==> src/rtl/ram_port_arbiter.sv <==
// Two-port round-robin arbiter owning the shared data RAM: latches the winner, holds
// the RAM controls for ACC_CYC cycles, then pulses done. Define ARB_CPU_PRIORITY_EN for fixed port-0 priority.
module ram_port_arbiter #(
  parameter int ADDR_W  = 12,
  parameter int DATA_W  = 4,
  parameter int ACC_CYC = 1
) (
  input  logic              clk,
  input  logic              reset,
  input  logic              req0,
  input  logic              we0,
  input  logic [ADDR_W-1:0] addr0,
  input  logic [DATA_W-1:0] wdata0,
  output logic              gnt0,
  output logic              done0,
  input  logic              req1,
  input  logic              we1,
  input  logic [ADDR_W-1:0] addr1,
  input  logic [DATA_W-1:0] wdata1,
  output logic              gnt1,
  output logic              done1,
  output logic [DATA_W-1:0] rdata,
  output logic [ADDR_W-1:0] ram_addr,
  output logic [DATA_W-1:0] ram_wdata,
  input  logic [DATA_W-1:0] ram_rdata,
  output logic              ram_cs,
  output logic              ram_we,
  output logic              busy
);

  typedef enum logic [1:0] {IDLE, ACCESS, DONE} state_t;

  localparam logic [3:0] CNT_LOAD = 4'(ACC_CYC - 1);

  state_t            r_state;
  state_t            w_stateNext;
  logic [3:0]        r_cnt;
  logic [3:0]        w_cntNext;
  logic              r_last;
  logic              w_lastNext;
  logic              r_win;
  logic              w_winNext;
  logic              w_anyReq;
  logic              w_pick;

  logic              r_gnt0, r_gnt1, r_done0, r_done1;
  logic              w_gnt0Next, w_gnt1Next, w_done0Next, w_done1Next;
  logic [DATA_W-1:0] r_rdata, w_rdataNext;
  logic [ADDR_W-1:0] r_ramAddr, w_ramAddrNext;
  logic [DATA_W-1:0] r_ramWdata, w_ramWdataNext;
  logic              r_ramCs, w_ramCsNext;
  logic              r_ramWe, w_ramWeNext;
  logic              r_busy, w_busyNext;

  assign w_anyReq = req0 | req1;

  // r_last remembers the previous winner so a tie goes to the other port
`ifdef ARB_CPU_PRIORITY_EN
  assign w_pick = req0 ? 1'b0 : 1'b1;
`else
  assign w_pick = (req0 && req1) ? ~r_last : req1;
`endif

  always_ff @(posedge clk or posedge reset) begin
    if (reset) r_state <= IDLE;
    else       r_state <= w_stateNext;
  end

  always_comb begin
    w_stateNext = r_state;
    case (r_state)
      IDLE:    if (w_anyReq) w_stateNext = ACCESS;
      ACCESS:  if (r_cnt == 4'd0) w_stateNext = DONE;
      DONE:    w_stateNext = IDLE;
      default: w_stateNext = IDLE;
    endcase
  end

  always_comb begin
    w_gnt0Next     = 1'b0;
    w_gnt1Next     = 1'b0;
    w_done0Next    = 1'b0;
    w_done1Next    = 1'b0;
    w_rdataNext    = r_rdata;
    w_ramAddrNext  = r_ramAddr;
    w_ramWdataNext = r_ramWdata;
    w_ramCsNext    = r_ramCs;
    w_ramWeNext    = r_ramWe;
    w_busyNext     = r_busy;
    w_cntNext      = r_cnt;
    w_lastNext     = r_last;
    w_winNext      = r_win;
    case (r_state)
      IDLE: begin
        w_ramCsNext = 1'b0;
        if (w_anyReq) begin
          w_winNext      = w_pick;
          w_ramAddrNext  = w_pick ? addr1  : addr0;
          w_ramWdataNext = w_pick ? wdata1 : wdata0;
          w_ramWeNext    = w_pick ? we1    : we0;
          w_ramCsNext    = 1'b1;
          w_gnt0Next     = ~w_pick;
          w_gnt1Next     = w_pick;
          w_busyNext     = 1'b1;
          w_cntNext      = CNT_LOAD;
        end
      end
      ACCESS: begin
        if (r_cnt != 4'd0) begin
          w_cntNext = r_cnt - 4'd1;
        end else begin
          // ram_we still holds the access direction on this final edge
          if (!r_ramWe) w_rdataNext = ram_rdata;
          w_ramCsNext = 1'b0;
          w_ramWeNext = 1'b0;
          w_done0Next = ~r_win;
          w_done1Next = r_win;
          w_lastNext  = r_win;
        end
      end
      DONE: begin
        w_ramCsNext = 1'b0;
        w_busyNext  = 1'b0;
      end
      default: begin
        w_ramCsNext = 1'b0;
        w_ramWeNext = 1'b0;
        w_busyNext  = 1'b0;
      end
    endcase
  end

  always_ff @(posedge clk or posedge reset) begin
    if (reset) begin
      r_gnt0     <= 1'b0;
      r_gnt1     <= 1'b0;
      r_done0    <= 1'b0;
      r_done1    <= 1'b0;
      r_rdata    <= '0;
      r_ramAddr  <= '0;
      r_ramWdata <= '0;
      r_ramCs    <= 1'b0;
      r_ramWe    <= 1'b0;
      r_busy     <= 1'b0;
      r_cnt      <= 4'd0;
      r_last     <= 1'b1;
      r_win      <= 1'b0;
    end else begin
      r_gnt0     <= w_gnt0Next;
      r_gnt1     <= w_gnt1Next;
      r_done0    <= w_done0Next;
      r_done1    <= w_done1Next;
      r_rdata    <= w_rdataNext;
      r_ramAddr  <= w_ramAddrNext;
      r_ramWdata <= w_ramWdataNext;
      r_ramCs    <= w_ramCsNext;
      r_ramWe    <= w_ramWeNext;
      r_busy     <= w_busyNext;
      r_cnt      <= w_cntNext;
      r_last     <= w_lastNext;
      r_win      <= w_winNext;
    end
  end

  assign gnt0      = r_gnt0;
  assign gnt1      = r_gnt1;
  assign done0     = r_done0;
  assign done1     = r_done1;
  assign rdata     = r_rdata;
  assign ram_addr  = r_ramAddr;
  assign ram_wdata = r_ramWdata;
  assign ram_cs    = r_ramCs;
  assign ram_we    = r_ramWe;
  assign busy      = r_busy;

endmodule

==> config.mk <==
export PLATFORM = sky130hd
export DESIGN_NAME = ram_port_arbiter
export DESIGN_NICKNAME = d
export VERILOG_FILES = /design/src/rtl/ram_port_arbiter.sv
export SDC_FILE = /design/constraint.sdc
export NUM_CORES = 1
export LEC_CHECK = 0
export CORE_MARGIN = 1.5
export CORE_UTILIZATION = 42
export DETAILED_ROUTE_END_ITERATION = 10
export PLACE_DENSITY = 0.81
export REMOVE_ABC_BUFFERS = 1
export SLEW_MARGIN = 20
export SYNTH_ARGS = -nofsm -noshare
export SYNTH_HDL_FRONTEND = slang
export SYNTH_SLANG_ARGS = --single-unit
==> constraint.sdc <==
create_clock -name clk -period 2 [get_ports clk]
set_input_delay 0.4 -clock clk [delete_from_list [all_inputs] [get_ports clk]]
set_output_delay 0.4 -clock clk [all_outputs]
set_load 0.02 [all_outputs]
==> key figures, run 1 <==
Status
  • Result of the run: finished clean

Global route
  • Global route total overflow: 0
  • First-pass GRT wire length: 6.32 mm
  • Vias in the first global route: 1365
  • Largest net degree at the start of global routing: 28
  • Initial antenna violation count: 0
  • All-Layer GR Usage: 20.0%

Placement
  • Placed inst area: 2390 µm²
  • Port Buffers: 68
  • Setup WS pre-CTS: -0.114 ns
  • DP Wirelength: 2.93 mm
  • Final GP Congestion: 0.803

Timing
  • Period utilisation layout: 92.5%
  • Worst hold margin: 0.411 ns
  • Final Slew Violations: 0
  • Fmax: 541 MHz
  • Setup violations, final: 0
  • Max-Slew Margin vs Limit: 72.2%
  • Final Hold Vio Count: 0
  • RSZ-0062 raised after global routing: no
  • Worst Tran Pin Value: 0.416 ns
  • Clock Skews: 0.0112 ns
  • Final worst path period need: 1.85 ns
  • Post-route setup slack: 0.151 ns

Pwr
  • VDD IR max: 730 µV
  • Pwr dens: 1430 nW/µm²
  • Static Leak: 1.07 nW
  • Pwr Total: 3.57 mW

Clock tree
  • Cts hold-fix bufs: 0
  • CTS tree: yes
  • Sink Count: 35
  • H-tree depth: 2
  • Clock Latency Late Sink: 0.29 ns
  • Root Driver: clkbuf_8
  • CTS clk-pin slew, worst paths: 0.07 ns
  • Setup bufs post-CTS: 0
  • Post-CTS Resized: 0
  • Longest Clk Path Bufs: 2
  • Total CTS buffers: 5

Setup path
  • CP endpoint kind: register
  • Data required, critical path: 2.17 ns
  • Reg2Reg Depth: 5
  • Crit path kind: register to register
  • Critical path origin: r_cnt[0]
  • CP Max Fanout: 4
  • CP arrival: 2.01 ns
  • Critical Path Start Type: register
  • Worst R2R Start: r_cnt[0]

Routing
  • Drt via density: 5.05
  • WL per Instance: 15.3 µm
  • ANT nets after route: 0
  • Iter 0 DRT Violations: 66
  • Drt drc: 0
  • Final wirelength: 3.77 mm
  • Vias: 1248
  • DRT Pass-1 Iters: 4

Layout
  • Fin area: 2510 µm²
  • Share of layout cells above drive strength 1: 28.1%
  • Area Overhead vs Synth: 55.4%
  • N_diodes: 0
  • Nets: 241

Die
  • Core area: 3660 µm²
  • Die Wd: 65.0 µm
  • Initial Util: 44.1%
  • DIE AREA: 4220 µm²
  • Num rows: 22
  • IO Count: 69
  • Die Y-Extent: 65.0 µm

Yosys
  • Number of synthesized flops with an enable pin: 0
  • Sequential fraction of the synthesis area: 54.4%
  • Synthesized instance count: 120
  • Post-synth top area cell: dfrtp_1
  • Post-Syn Area: 1610 µm²
  • Post-synth top cells: mux2_2, dfrtp_1, o21ai_0
  • Largest cells by area after synthesis: dfrtp_1, mux2_2, buf_6, o21ai_0, dfstp_2
  • Synth Area per Inst: 13.4 µm²
  • Yosys Warn Count: 0
  • Top-count cell post-synth: mux2_2
  • Yosys top cell area share: 52.8%
  • FFs w/ async S/R, synth: 100%
  • #FFs+latches synth: 35
  • Synth unique cells: 30
  • Most used DFF post-synth: dfrtp_1

Hold path
  • HP Class: input port to asynchronous set/reset pin

Run
  • MaxCap Viol Count: 0
==> state kept, by name (all words and copies together) (netlist names) <==
register   flops
ram_wdata      4
r_last         1
done1          1
rdata          4
ram_we         1
busy           1
gnt0           1
done0          1
r_state        2
gnt1           1
r_win          1
ram_cs         1
ram_addr      12
r_cnt          4
==> worst paths after layout <==
path | end | slack (ns)
worst max-delay path | rdata[2] | 0.15
worst min-delay path | ram_addr[6] | 0.41
worst max register to register | rdata[2] | 0.15
worst min register to register | done0 | 0.49
max in group asynchronous | r_last | 1.05
min in group clk | done0 | 0.49
==> routing by layer <==
layer,vias up,global-route usage [%],part of all wire (%)
li1,581,-,-
met1,602,20.1,37
met2,61,37.4,54
met3,4,8.33,9.2
met4,0,5.85,0.72
met5,-,0,0
==> worst max-delay path: stages, from the launching register on <==
cell     delay [ns]
dfrtp_1        0.38
inv_1          0.10
ha_1           0.19
or3b_1         0.42
nor3_4         0.28
mux2_2         0.37
==> cell usage in the layout, fill, tap and decap left out, types with 2 or more instances in the layout <==
master            n
dfrtp_1          34
nor2b_1           2
buf_4             5
nand3_1           4
nand2_1           2
mux2_2           36
mux2i_1           2
inv_1             4
nor3_1            2
nand2b_1          2
buf_12            2
a32oi_1           2
o21ai_0           6
nor2_1            4
clkbuf_8          5
clkdlybuf4s50_1  68
==> power by group <==
part           total, mW  leakage (nW)  internal [mW]  switching [mW]
combinational       1.72         0.583          0.941           0.776
clock              0.633        0.0581          0.371           0.262
sequential          1.22         0.426           1.02           0.198
total               3.57          1.07           2.34            1.24
==> through the flow <==
| stage | util (%) | std cells | TNS (ns) |
|---|---|---|---|
| 5_1_grt | 68.5 | 247 | 0 |
| 3_5_place_dp | 65.4 | 239 | -1.51 |
| 2_1_floorplan | - | 116 | -1.60 |
| 4_1_cts | 68.5 | 247 | 0 |
| 3_3_place_gp | 65.4 | 239 | -0.652 |
| 6_report | 68.5 | 247 | 0 |
==> final cells by class <==
| cell class | count | area (µm²) |
|---|---|---|
| fill | 280 | 1150 |
| sequential | 35 | 877 |
| timing repair buffer | 75 | 758 |
| multi-input combinational | 77 | 683 |
| clock buffer | 5 | 68.8 |
| tap | 48 | 60.1 |
| clock inverter | 3 | 43.8 |
| inverter | 4 | 15.0 |
==> cell families after synthesis <==
logic type	Yosys count	synth area share [%]
compound gates	13	5.28
flops	35	54.4
simple gates	24	8.77
fa+ha+maj	1	0.776
buf+inv	8	3.49
mux	39	27.3
Power figures use the tool's default switching activity.
==> run 2, diff against run 1 <==
Settings changed: PLACE_DENSITY 0.81 to 0.9, REMOVE_ABC_BUFFERS 1 to unset.
==> run 2 against run 1 <==
Against the previous run: sequential cell count stayed put; count of clock-buffer cells in the layout is 3 higher; non-clock buffer count is 2 lower; critical path type unchanged; maximum frequency hardly changed; via count is 1.9% lower; power is 3.6% lower.
==> key figures, run 2 (synthesized netlist as in run 1, its figures left out) <==
Setup path
  • Data required, critical path: 2.21 ns (+0.04 ns)
  • Crit path kind: register to register
  • Reg2Reg Depth: 6 (+1)
  • CP Max Fanout: 7 (+3)
  • Reg-to-reg endpoint: r_last
  • Worst R2R Start: r_cnt[0]
  • CP endpoint kind: register
  • Cells along the critical path: inv_1, ha_1, or3b_1, buf_4, nor2_1, mux2_2
  • Crit-path slowest cell: or3b_1
  • Critical path origin: r_cnt[0]
  • Critical path's largest stage delay: 0.41 ns (about the same)
  • Top delay family on crit path: simple AND/OR/NAND/NOR gates
  • Critical Path Start Type: register
  • WP buf/inv: 2 (+1)
  • WP depth: 6 (+1)
  • Reg2reg setup slack: 0.15 ns (about the same)
  • CP arrival: 2.05 ns (+0.04 ns)
  • Timing endpoint of the critical path: r_last

Hold path
  • HP Class: register to register

Global route
  • Global route total overflow: 0 (unchanged)
  • First-pass GRT wire length: 6.04 mm (-4.4%)
  • Largest net degree at the start of global routing: 36 (+29%)
  • All-Layer GR Usage: 18.8% (-1.2 points)
  • Initial antenna violation count: 0 (unchanged)
  • Vias in the first global route: 1327 (-2.8%)

Timing
  • Max-Slew Margin vs Limit: 67.9% (-4.3 points)
  • Fmax: 541 MHz (about the same)
  • Final worst path period need: 1.85 ns (-0.0000710 ns)
  • RSZ-0062 raised after global routing: no
  • Setup violations, final: 0 (unchanged)
  • Worst Tran Pin Value: 0.480 ns (+0.0647 ns)
  • Setup tns final: 0 ns (unchanged)
  • Final Slew Violations: 0 (unchanged)
  • Post-route setup slack: 0.151 ns (+0.0000710 ns)
  • Clock Skews: 0.00201 ns (-0.00923 ns)
  • Final Hold Vio Count: 0 (unchanged)
  • Period utilisation layout: 92.5% (about the same)

Layout
  • Largest register FFs: 12 (unchanged)
  • Nets: 239 (-0.83%)
  • N_diodes: 0 (unchanged)
  • Share of layout cells above drive strength 1: 26.9% (-1.2 points)
  • Commonest cells after routing, fill and taps aside: clkdlybuf4s50_1, mux2_2, dfrtp_1, clkbuf_8, o21ai_0
  • Most common cell after layout, fill and taps aside: clkdlybuf4s50_1
  • Area Overhead vs Synth: 53.2%

Routing
  • Drt via density: 5.00 (-1.1%)
  • ANT nets after route: 0 (unchanged)
  • WL per Instance: 14.5 µm (-4.9%)
  • Drt drc: 0 (unchanged)
  • DRT Pass-1 Iters: 4 (unchanged)
  • Final wirelength: 3.56 mm (-5.7%)
  • Vias: 1224 (-1.9%)
  • Iter 0 DRT Violations: 30 (-55%)

Clock tree
  • Longest Clk Path Bufs: 2 (unchanged)
  • H-tree depth: 2 (unchanged)
  • Sink Count: 35 (unchanged)
  • Setup bufs post-CTS: 0 (unchanged)
  • CTS tree: yes
  • Root Driver: clkbuf_8
  • Cts hold-fix bufs: 0 (unchanged)
  • CTS clk-pin slew, worst paths: 0.06 ns (about the same)
  • Clock Latency Late Sink: 0.27 ns (-0.02 ns)
  • Total CTS buffers: 5 (unchanged)

Status
  • Result of the run: finished clean

Die
  • DIE AREA: 4220 µm² (unchanged)
  • Initial Util: 44.1% (unchanged)
  • Num rows: 22 (unchanged)
  • Core area: 3660 µm² (unchanged)
  • IO Count: 69 (unchanged)
  • Die Wd: 65.0 µm (unchanged)
  • Die Y-Extent: 65.0 µm (unchanged)

Pwr
  • VDD IR max: 852 µV (+17%)
  • Static Leak: 1.05 nW (-1.9%)
  • Pwr dens: 1390 nW/µm² (-2.2%)

Placement
  • Port Buffers: 68 (unchanged)
  • Final GP Congestion: 0.779 (-3.0%)
  • Setup WS pre-CTS: -0.293 ns (-0.179 ns)
  • DP Wirelength: 2.73 mm (-7.0%)

Run
  • MaxCap Viol Count: 0 (unchanged)

Yosys
  • Syn Nets: 163
## run 2: changes by cell type in the layout (fill, tap and decap cells not counted), sizes merged
cell / change
clkinv: -2
buf: -2
bufinv: -1
clkbuf: +3
## run 2: worst min-delay path by stage
| stage | from | cells after the start | to |
|---|---|---|---|
| floorplan | r_win | 1 | done0 |
| global placement | r_cnt[3] | 1 | r_cnt[3] |
| detailed placement | ram_wdata[3] | 1 | ram_wdata[3] |
| CTS | ram_wdata[3] | 1 | ram_wdata[3] |
| global route | rdata[1] | 1 | rdata[1] |
| finish | ram_addr[2] | 1 | ram_addr[2] |
## run 2: layout make-up
type | count | area [µm²]
inverters | 4 | 15.0
well taps | 48 | 60.1
repair buffers | 73 | 731
fillers | 279 | 1190
multi-input cells | 77 | 688
clock buffers | 8 | 100
flip-flops and latches | 35 | 877
## run 2: power by group
group | total [mW] | internal (mW) | switching (mW)
combinational | 1.68 | 0.918 | 0.765
sequential | 1.22 | 1.03 | 0.194
clock | 0.541 | 0.314 | 0.227
## run 2: worst reg2reg max path, delay by kind of cell (launching register included)
family	cells	cell delay (ns)
DFF	1	0.37
buffers and inverters	2	0.28
and+or+nand+nor	2	0.58
adders and majority gates	1	0.19
muxes	1	0.35
## run 2: routing by layer
metal	vias to the layer above	part of all wire, %	GRT usage (%)
met2	41	53	33.5
met4	0	1.1	6.65
met5	-	0	0
met3	7	5.3	4.51
met1	597	41	22.0
li1	579	-	-
## run 2: stage by stage
| step | area [µm²] | utilization [%] | hold slack, ns | cells | power [mW] |
|---|---|---|---|---|---|
| after CTS | 2470 | 67.5 | 0.509 | 245 | 3.48 |
| after global placement | 2370 | 64.6 | 0.478 | 237 | 2.87 |
| after global routing | 2470 | 67.5 | 0.525 | 245 | 3.65 |
| after floorplan | 1610 | - | 0.442 | 120 | 2.15 |
| final | 2470 | 67.5 | 0.507 | 245 | 3.44 |
| after detailed placement | 2370 | 64.6 | 0.495 | 237 | 2.92 |
## run 2: what timing repair did
item | in CTS | in global routing
gates resized for setup | 1 | 0
hold endpoints to repair | 0 | 0
endpoints found under the setup margin | 1 | 0
